==> src/rtl/pipe_stage_reg.sv <==
// Generic valid/ready pipeline stage: main register plus one skid entry, flush-to-bubble, registered In_Ready.
// Optional occupancy statistics counters are enabled by defining PIPE_STAGE_STATS_EN.
module pipe_stage_reg #(
   parameter int unsigned       DATA_W     = 96,
   parameter logic [DATA_W-1:0] RESET_DATA = {DATA_W{1'b0}},
   parameter int unsigned       CNT_W      = 16
) (
   input  logic              Clk_40,
   input  logic              Rst,
   input  logic              Flush,
   input  logic              In_Valid,
   output logic              In_Ready,
   input  logic [DATA_W-1:0] In_Data,
   output logic              Out_Valid,
   input  logic              Out_Ready,
   output logic [DATA_W-1:0] Out_Data,
   output logic [CNT_W-1:0]  Stall_Cnt,
   output logic [CNT_W-1:0]  Bubble_Cnt
);

   typedef enum logic [1:0] {
      ST_EMPTY = 2'd0,
      ST_FULL  = 2'd1,
      ST_SKID  = 2'd2
   } state_e;

   state_e            state_q, state_d;
   logic [DATA_W-1:0] main_q, main_d;
   logic [DATA_W-1:0] skid_q, skid_d;
   logic              out_valid_q, out_valid_d;
   logic              in_ready_q, in_ready_d;

   // State and payload registers; reset takes priority over flush.
   always_ff @(posedge Clk_40) begin
      if (!Rst) begin
         state_q     <= ST_EMPTY;
         main_q      <= RESET_DATA;
         skid_q      <= RESET_DATA;
         out_valid_q <= 1'b0;
         in_ready_q  <= 1'b1;
      end else begin
         state_q     <= state_d;
         main_q      <= main_d;
         skid_q      <= skid_d;
         out_valid_q <= out_valid_d;
         in_ready_q  <= in_ready_d;
      end
   end

   // Next-state and payload steering; In_Ready/Out_Valid are decoded from the next state.
   always_comb begin
      state_d = state_q;
      main_d  = main_q;
      skid_d  = skid_q;
      if (Flush) begin
         state_d = ST_EMPTY;
         main_d  = RESET_DATA;
      end else begin
         unique case (state_q)
            ST_EMPTY: begin
               if (In_Valid) begin
                  state_d = ST_FULL;
                  main_d  = In_Data;
               end
            end
            ST_FULL: begin
               if (In_Valid && Out_Ready) begin
                  main_d = In_Data;
               end else if (In_Valid) begin
                  state_d = ST_SKID;
                  skid_d  = In_Data;
               end else if (Out_Ready) begin
                  state_d = ST_EMPTY;
               end
            end
            ST_SKID: begin
               if (Out_Ready) begin
                  state_d = ST_FULL;
                  main_d  = skid_q;
               end
            end
            default: state_d = ST_EMPTY;
         endcase
      end
      out_valid_d = (state_d != ST_EMPTY);
      in_ready_d  = (state_d != ST_SKID);
   end

   assign In_Ready  = in_ready_q;
   assign Out_Valid = out_valid_q;
   assign Out_Data  = main_q;

`ifdef PIPE_STAGE_STATS_EN
   logic [CNT_W-1:0] stall_cnt_q, stall_cnt_d;
   logic [CNT_W-1:0] bubble_cnt_q, bubble_cnt_d;

   // Saturating counters; flush freezes them, only reset clears them.
   always_comb begin
      stall_cnt_d  = stall_cnt_q;
      bubble_cnt_d = bubble_cnt_q;
      if (!Flush) begin
         if (out_valid_q && !Out_Ready && (stall_cnt_q != {CNT_W{1'b1}}))
            stall_cnt_d = stall_cnt_q + CNT_W'(1);
         if (!out_valid_q && (bubble_cnt_q != {CNT_W{1'b1}}))
            bubble_cnt_d = bubble_cnt_q + CNT_W'(1);
      end
   end

   always_ff @(posedge Clk_40) begin
      if (!Rst) begin
         stall_cnt_q  <= '0;
         bubble_cnt_q <= '0;
      end else begin
         stall_cnt_q  <= stall_cnt_d;
         bubble_cnt_q <= bubble_cnt_d;
      end
   end

   assign Stall_Cnt  = stall_cnt_q;
   assign Bubble_Cnt = bubble_cnt_q;
`else
   assign Stall_Cnt  = '0;
   assign Bubble_Cnt = '0;
`endif

endmodule

==> config.mk <==
export PLATFORM = sky130hd
export DESIGN_NAME = pipe_stage_reg
export DESIGN_NICKNAME = d
export VERILOG_FILES = /design/src/rtl/pipe_stage_reg.sv
export SDC_FILE = /design/constraint.sdc
export NUM_CORES = 1
export LEC_CHECK = 0
export ABC_AREA = 1
export CAP_MARGIN = 20
export CORE_MARGIN = 2
export CORE_UTILIZATION = 30
export CTS_BUF_LIST = sky130_fd_sc_hd__clkbuf_8
export DETAILED_ROUTE_END_ITERATION = 12
export PLACE_DENSITY_LB_ADDON = 0.08
export SYNTH_ARGS = -nofsm -noshare
export SYNTH_HDL_FRONTEND = slang
export SYNTH_SLANG_ARGS = --single-unit
export TNS_END_PERCENT = 5
==> constraint.sdc <==
create_clock -name Clk_40 -period 2.19 [get_ports Clk_40]
set_input_delay 0.657 -clock Clk_40 [delete_from_list [all_inputs] [get_ports Clk_40]]
set_output_delay 0.657 -clock Clk_40 [all_outputs]
set_load 0.05 [all_outputs]
# Word level (Yosys, flattened, before mapping)
# Index checks and enable logic that the tools add are counted.
# W data, S select, Z words.
# totals
output_inout_bits	130
word_cells	32
reg_bits	196
in_bits	101
# op_classes
bitwise_logic	3
eq_ne	6
muxes	11
reduce_logical	7
# op_table
op	count
$mux W96	3
$pmux W96 S3	1
$mux W2	6
$ne A2 B2 Y1 const B	4
$reduce_and A4 Y1	2
$pmux W2 S3	1
$not A1 Y1	3
$reduce_bool A3 Y1	1
$eq A2 B1 Y1 const B	1
$eq A2 B2 Y1 const B	1
$logic_not A2 Y1	1
$reduce_bool A2 Y1	1
$reduce_or A2 Y1	1
$logic_and A1 B1 Y1	1

# Depth between registers and ports, before layout
# Gate-level depths: netlist (run 1).
# depth
word_depth	6
ltp_mapped	10
depth_no_buf	7

# Least setup slack after synthesis (run 1)
# No wires, ideal clock.
# synth_timing
path_type	input to register
from	input Flush
to	register skid_q[75]
t_arrival_ns	1.436
t_required_ns	2.074
setup_ns	0.116
cell_stages	6
slack_ns	0.638
cell_sequence	nor2_1 nand3_2 buf_2 clkbuf_1 o21ai_0 nor2_1
# synth_via
elab_chain_cells	2
# synth_lines
item	line	text
start: declaration	10	input logic Flush,
$not A1 Y1 (no line)	--	
$reduce_and A4 Y1 (no line)	--	
end signal: assignment	44	skid_q <= skid_d;
end: declaration	29	logic [DATA_W-1:0] skid_q, skid_d;
# No other way between the ends.
# A chain may end at the register's enable or synchronous reset.

# Worst setup path after layout (run 1)
# layout_timing
from	register main_q[67], in the netlist Out_Data[67]
to	output Out_Data[67]
# layout_lines
item	line	text
start: declaration	28	logic [DATA_W-1:0] main_q, main_d;
start signal: assignment	43	main_q <= main_d;
end: declaration	16	output logic [DATA_W-1:0] Out_Data,
# No word-level cell between the ends.

==> results.json, run 1 <==
{
  "status": "completed",
  "clk_path_buf_depth": 2,
  "crit_path_start_kind": "flop",
  "powerDensity_mw_per_mm2": 670,
  "cts-hold-fix-buffers": 0,
  "setup_violations": 0,
  "diodes": 0,
  "antenna_found_initial": 1,
  "crit_chain": "dlygate4sd2_1",
  "ys_ff_latch": 196,
  "path_depth": 1,
  "rsz0062_at_grt": "false",
  "skew_ns": 0.0213,
  "htree_levels": 4,
  "synth_edf_count": 0,
  "io_pins": 231,
  "slowest_stage": "dlygate4sd2_1",
  "cts_root_buf": "clkbuf_8",
  "cts_tree": "built",
  "finalCritPeriodShare": 0.946,
  "drive_gt1_frac": 0.0574,
  "core-area_mm2": 0.0277,
  "fillers": 3032,
  "endpoint_kind": "output pin",
  "die_area_mm2": 0.0295,
  "total_power_mw": 7.29,
  "synth_area_mm2": 0.00843,
  "grt_overflow": 0,
  "port_buffers": 198,
  "fp.dieW_um": 172,
  "cts_buffers": 17,
  "clk_pin_slew_ns": 0.10,
  "synthCells": 1255,
  "gp_congestion": 0.729,
  "die_h_um": 172,
  "worst_pin_slew_ns": 0.782,
  "ys.flop_type": "dfxtp_1",
  "vdd_drop_max_v": 0.000304,
  "setup-tns-final_ns": 0,
  "drt-vias-per-instance": 4.49,
  "reg2regPathDepth": 7,
  "max-slew-margin-rel": 0.479,
  "grt_max_degree": 97,
  "drc": 0,
  "cts_setup_buffers": 0,
  "final-hold-violation-count": 0,
  "wl_per_cell_um": 14.5,
  "grt_pass1_wl_um": 41600,
  "cp.arrival_ns": 1.41,
  "wl_um": 26000,
  "min_period_ns": 2.07,
  "finalMaxSlewViolations": 0,
  "crit_buf_inv": 1,
  "hold-path-cell-count": 2,
  "netlist.area_leader.share": 0.465,
  "seq_area_frac_synth": 0.465,
  "cts_sinks": 196,
  "areaGrowthSynthToFinish_pct": 29.0,
  "cp.required_ns": 1.53,
  "holdCritPathClass": "flop to flop",
  "slowest_delay_ns": 0.55,
  "path_max_fanout": 2,
  "ant_nets": 0,
  "crit_family": "buffers and inverters",
  "crit_type": "flop to output pin",
  "final_nets": 1501,
  "dr.pass1.iters": 6,
  "fmax_mhz": 483,
  "final_util": 0.393,
  "hpwl_um": 15400,
  "grt_use_total": 0.181,
  "clk_latency_ns": 0.47,
  "drt_iter0_markers": 441,
  "grt_pass1_vias": 7672,
  "rows": 61,
  "synthArstFlopShare": 0,
  "initial_core_util": 0.304,
  "yosysUniqueCellTypes": 17,
  "postSynthAreaPerCell_um2": 6.72,
  "cap_viol_max_count": 0,
  "num_vias": 8030,
  "yosys.area.top_type": "dfxtp_1",
  "ys.warnings.count": 0,
  "synth.top_cells.by_area": "dfxtp_1 47%, nor2_1 17%, nand2_1 11%",
  "p_leak_nw": 4.96
}
## flip-flops by register name (all words and copies together) (netlist names)
register / cells
skid_q: 96
Out_Valid: 1
state_q: 2
Out_Data: 96
In_Ready: 1
## path summary, 6_finish.rpt
kind	start	end	slack, ns
hold / removal	Out_Data[20]	Out_Data[20]	0.48
hold reg to reg	Out_Data[20]	Out_Data[20]	0.48
setup reg to reg	state_q[0]	Out_Data[20]	0.57
setup / recovery	Out_Data[67]	Out_Data[67]	0.12
## report_power, final
| group | leakage (nW) | internal, mW | switching [mW] |
|---|---|---|---|
| Sequential | 1.59 | 3.67 | 0.0586 |
| Combinational | 3.17 | 0.421 | 0.873 |
| Clock | 0.189 | 0.853 | 1.41 |
## cell usage after synthesis, types with 4 or more instances
cell type,n
nand2_1,244
nor2_1,386
buf_2,38
clkbuf_1,48
inv_1,28
o21ai_1,34
inv_2,4
nand3_1,97
o21ai_0,137
buf_4,35
dfxtp_1,196
## per-layer routing
metal,vias up,global-route usage,share of wire
met5,-,0,0.00042
met4,2,0.0464,0.012
met3,18,0.0347,0.049
met2,174,0.298,0.46
met1,3670,0.242,0.48
li1,4166,-,-
## cells by family after synthesis
logic type / synth area share
simple gates: 0.342
flops: 0.465
other cells: 0.000445
buf+inv: 0.0902
compound gates: 0.102
## cell usage in the layout (no fill, tap or decap), types with 4 or more instances in the layout
cell and instances:
clkdlybuf4s50_1 99, o21ai_0 137, conb_1 32, nand2_1 244, nand3_1 97, buf_4 30, nor2_1 386, inv_1 29
inv_8 4, clkbuf_8 18, dlygate4sd2_1 78, dfxtp_1 195, buf_12 10, clkinv_4 5, o21ai_1 34
## area by class of cell
cell class | instances | area (um^2) | area share
multi-input combinational | 935 | 3880 | 0.357
timing repair buffer | 218 | 2100 | 0.193
inverter | 32 | 123 | 0.0113
tap | 378 | 473 | 0.0435
sequential | 196 | 3930 | 0.361
clock buffer | 18 | 248 | 0.0228
clock inverter | 13 | 118 | 0.0108
## what timing repair did
action                                 4_1_cts  5_1_grt
setup endpoints to repair                   78        0
endpoints found under the hold margin        0        0
resized for setup                           78        0
## worst reg2reg max path, stage by stage (launching register included)
cell and delay (ns):
dfxtp_1 0.39, clkinv_2 0.11, nand2_4 0.08, buf_4 0.58, nand2_1 0.15, nand2_1 0.09, o21ai_1 0.09, nor2_1 0.09
## stage by stage
| stage | worst slack (ns) | area, um^2 | hold slack (ns) | instances |
|---|---|---|---|---|
| global placement | 0.0603 | 10600 | 0.461 | 1759 |
| finish | 0.119 | 10900 | 0.482 | 1790 |
| floorplan | 0.638 | 8550 | 0.456 | 1286 |
| detailed placement | 0.0406 | 10600 | 0.469 | 1759 |
| global route | 0.0569 | 10900 | 0.508 | 1790 |
| CTS | 0.0841 | 10900 | 0.493 | 1790 |
Note: power is estimated with default switching activity, not from simulation.
==> run 2, diff against run 1 <==
Settings changed: CORE_ASPECT_RATIO set to 1.25, CORE_UTILIZATION 30 to 54.
==> run 2 against run 1 <==
Against the previous run:
- power increased by 1.2%
- combinational power about the same
- count of clock-buffer cells in the layout rose by 2
- critical path type unchanged
- fmax grew 0.86%
- critical path depth unchanged
- first-iteration DRC count up 58%
- clock power is 4% higher
- sequential share of layout area rose by 0.31 points
- clock skew shrank 0.011 ns
- flip-flop and latch count unchanged
- sequential power about the same
==> results.json, run 2 (synthesized netlist as in run 1, its figures left out) <==
{
  "cp.arrival_ns": 1.40,
  "drive_gt1_frac": 0.0501,
  "final-hold-violation-count": 0,
  "total_power_mw": 7.38,
  "fillers": 1462,
  "slowest_stage": "dlygate4sd2_1",
  "ant_nets": 0,
  "slowest_delay_ns": 0.55,
  "antenna_found_initial": 1,
  "rows": 51,
  "max-slew-margin-rel": 0.523,
  "wl_per_cell_um": 13.6,
  "finalMaxSlewViolations": 0,
  "fin_area_mm2": 0.0108,
  "grt_pass1_wl_um": 35500,
  "die_area_mm2": 0.0166,
  "crit_family": "buffers and inverters",
  "crit_chain": "dlygate4sd2_1",
  "fmax_mhz": 487,
  "status": "completed",
  "endpoint_kind": "output pin",
  "setup_violations": 0,
  "reg2reg_slack_ns": 0.40,
  "powerDensity_mw_per_mm2": 684,
  "clk_path_buf_depth": 2,
  "num_vias": 8270,
  "final_cells": 1630,
  "clk_pin_slew_ns": 0.09,
  "dpl.cell_count": 1597,
  "path_max_fanout": 2,
  "htree_levels": 4,
  "vdd_drop_max_v": 0.000399,
  "grt_max_degree": 67,
  "io_pins": 231,
  "layout_commonest_cell": "nor2_1",
  "hp-start": "Out_Data[7]",
  "dr.pass1.iters": 7,
  "drt_iter0_markers": 698,
  "skew_ns": 0.0101,
  "setup-tns-final_ns": 0,
  "hold-path-cell-count": 2,
  "clk_latency_ns": 0.47,
  "drc": 0,
  "worst_pin_slew_ns": 0.716,
  "drt-vias-per-instance": 5.07,
  "hpwl_um": 13900,
  "cts_root_buf": "clkbuf_8",
  "initial_core_util": 0.546,
  "hold_end": "Out_Data[7]",
  "min_period_ns": 2.05,
  "cts_buffers": 17,
  "core-area_mm2": 0.0154,
  "grt_pass1_vias": 7240,
  "worstReg2RegEnd": "Out_Valid",
  "holdCritPathClass": "flop to flop",
  "wl_um": 22100,
  "crit_path_start_kind": "flop",
  "final_nets": 1505,
  "dpl-instance-area_mm2": 0.0105,
  "grt_use_total": 0.268,
  "cts_tree": "built",
  "timing.rr.start": "state_q[0]",
  "cts_sinks": 196,
  "crit_type": "flop to output pin",
  "areaGrowthSynthToFinish_pct": 27.9,
  "fp.dieW_um": 116,
  "finalCritPeriodShare": 0.938,
  "final_cell_mix": "386 x nor2_1, 244 x nand2_1, 195 x dfxtp_1",
  "p_leak_nw": 5.04,
  "reg2regPathDepth": 8,
  "grt_overflow": 0,
  "die_h_um": 144,
  "crit_buf_inv": 1,
  "gp_congestion": 0.809,
  "rsz0062_at_grt": "false",
  "port_buffers": 198,
  "cp.required_ns": 1.53,
  "cap_viol_max_count": 0
}
[run 2: per-layer routing]
metal  part of all wire  track usage
met5                  0            0
met4              0.017       0.0802
met3              0.068       0.0565
met2               0.48        0.446
met1               0.43        0.349
[run 2: worst max path at each step]
stage / startpoint / slack, ns / depth (start not counted) / to
floorplan: Flush / 0.64 / 6 / skid_q[75]
finish: Out_Data[58] / 0.14 / 1 / Out_Data[58]
global placement: In_Valid / 0.12 / 7 / Out_Data[39]
detailed placement: In_Valid / 0.07 / 7 / Out_Data[33]
CTS: Out_Data[17] / 0.10 / 1 / Out_Data[17]
global route: Out_Data[37] / 0.06 / 1 / Out_Data[37]
[run 2: where the power goes]
| part | switching (mW) | leakage, nW | internal [mW] |
|---|---|---|---|
| Clock | 1.26 | 0.207 | 1.11 |
| Combinational | 0.863 | 3.23 | 0.425 |
| Sequential | 0.0570 | 1.59 | 3.67 |
[run 2: cell type report]
cell class	count	area, um^2	area share
well taps	212	265	0.0246
clock inverters	12	129	0.0120
clock buffers	20	275	0.0255
repair buffers	222	2180	0.202
multi-input cells	935	3880	0.360
diodes	1	2.50	0.000232
inverters	32	123	0.0114
flip-flops and latches	196	3930	0.364
[run 2: metrics by stage]
step / setup slack, ns / util / hold WS (ns)
final: 0.137 / 0.698 / 0.480
after global routing: 0.0617 / 0.698 / 0.510
after CTS: 0.105 / 0.698 / 0.488
after detailed placement: 0.0678 / 0.680 / 0.470
after global placement: 0.123 / 0.680 / 0.460
after floorplan: 0.638 / - / 0.456
[run 2: repair_timing]
item / 4_1_cts / 5_1_grt
hold buffers: 0 / 0
buffers inserted: 0 / 0
endpoints found under the setup margin: 93 / 0
endpoints found under the hold margin: 0 / 0
gates resized for setup: 93 / 0
==> run 3, diff against run 2 <==
Settings changed: CORE_UTILIZATION 54 to 50, SETUP_SLACK_MARGIN set to 0.4.
Clock period 2.19 ns to 2.08 ns, I/O delays scaled along.
==> run 3 against run 2 <==
Against the previous run:
- clock skew is 0.0016 ns higher
- design area is 0.55% higher
- setup slack gained 0.24 ns
- sequential share of layout area fell by 0.20 points
- global-route usage down 1.7 points
- first-iteration DRC count down 7.3%
- critical endpoint is now Out_Data[63]
==> results.json, run 3 (synthesized netlist as in run 1, its figures left out) <==
{
  "die_area_mm2": 0.0179,
  "powerDensity_mw_per_mm2": 741,
  "final_util": 0.651,
  "cp.required_ns": 1.46,
  "crit_chain": "buf_4",
  "final-hold-violation-count": 0,
  "path_depth": 1,
  "rows": 53,
  "rsz0062_at_grt": "true",
  "hold-path-cell-count": 2,
  "port_buffers": 198,
  "drive_gt1_frac": 0.119,
  "clk_latency_ns": 0.47,
  "final_nets": 1509,
  "clk_path_buf_depth": 2,
  "vdd_drop_max_v": 0.000407,
  "core-area_mm2": 0.0166,
  "status": "completed",
  "ant_nets": 0,
  "cap_viol_max_count": 0,
  "hpwl_um": 14100,
  "crit_family": "flip-flops",
  "htree_levels": 4,
  "fmax_mhz": 587,
  "final_cell_mix": "386 x nor2_1, 244 x nand2_1, 195 x dfxtp_1",
  "grt_use_total": 0.250,
  "path_max_fanout": 2,
  "wl_um": 22500,
  "finalCritPeriodShare": 0.819,
  "dr.pass1.iters": 5,
  "gp_congestion": 0.771,
  "crit_path_start_kind": "flop",
  "setup-tns-final_ns": 0,
  "cp.arrival_ns": 1.08,
  "skew_ns": 0.0117,
  "crit_type": "flop to output pin",
  "reg2reg_slack_ns": 0.51,
  "drc": 0,
  "setup_violations": 0,
  "crit_buf_inv": 1,
  "fp.dieW_um": 120,
  "drt-vias-per-instance": 5.00,
  "finalMaxSlewViolations": 0,
  "cts-hold-fix-buffers": 0,
  "grt_overflow": 0,
  "grt_max_degree": 64,
  "reg2regPathDepth": 8,
  "cts_buffers": 17,
  "layout_commonest_cell": "nor2_1",
  "cts_setup_buffers": 0,
  "endpoint_kind": "output pin",
  "antenna_found_initial": 0,
  "drt_iter0_markers": 647,
  "grt_pass1_wl_um": 36300,
  "areaGrowthSynthToFinish_pct": 28.6,
  "clk_pin_slew_ns": 0.09,
  "cts_sinks": 196,
  "final_cells": 1641,
  "holdCritPathClass": "flop to flop",
  "wl_per_cell_um": 13.7,
  "dpl.cell_count": 1609,
  "slowest_stage": "dfxtp_1",
  "die_h_um": 149,
  "initial_core_util": 0.506,
  "num_vias": 8209,
  "slowest_delay_ns": 0.39,
  "io_pins": 231,
  "grt_pass1_vias": 7383,
  "max-slew-margin-rel": 0.666,
  "worst_pin_slew_ns": 0.501,
  "cts_tree": "built",
  "min_period_ns": 1.70,
  "diodes": 0,
  "cts_root_buf": "clkbuf_8",
  "p_leak_nw": 4.87
}
==> run 3: cell count changes in the layout (fill, tap and decap cells not counted), sizes merged <==
cell	before	now
dlygate4sd2	93	0
clkbuf	20	21
buf	30	123
clkinvlp	2	5
diode	1	0
clkinv	7	4
inv	33	34
bufinv	2	4
==> run 3: through the flow <==
step | area (um^2) | hold slack (ns) | setup WS (ns) | power (mW)
after CTS | 10800 | 0.489 | 0.352 | 8.08
after detailed placement | 10400 | 0.471 | -0.0553 | 5.42
final | 10800 | 0.482 | 0.376 | 8.04
after global routing | 10800 | 0.508 | 0.340 | 8.36
after global placement | 10400 | 0.461 | -0.0308 | 5.41
after floorplan | 8550 | 0.456 | 0.561 | 4.93
==> run 3: report_power, final <==
group	leakage (nW)	internal, mW	switching, mW
logic	3.07	0.495	0.908
clock network	0.208	1.32	1.38
registers	1.59	3.86	0.0677
==> run 3: layout make-up <==
cell class / count / area (um^2)
clock buffers: 17 / 234
clock inverters: 15 / 204
fillers: 1560 / 5800
inverters: 32 / 125
multi-input cells: 935 / 3900
flip-flops and latches: 196 / 3930
well taps: 220 / 275
repair buffers: 226 / 2180
==> run 3: what timing repair did <==
action / 4_1_cts / 5_1_grt
resized for setup: 42 / 18
pin swaps: 0 / 1
endpoints found under the setup margin: 46 / 174
==> run 3: worst paths after layout <==
check                                  start           end
worst max-delay path            Out_Data[63]  Out_Data[63]
worst min-delay path            Out_Data[82]  Out_Data[82]
worst max register to register    state_q[0]  Out_Data[33]
worst min register to register  Out_Data[82]  Out_Data[82]
==> run 3: layer usage <==
layer,vias to the layer above,track usage,share of wire
met4,0,0.106,0.022
met3,32,0.0443,0.065
met5,-,0,0
li1,4186,-,-
met2,289,0.418,0.48
met1,3702,0.318,0.44
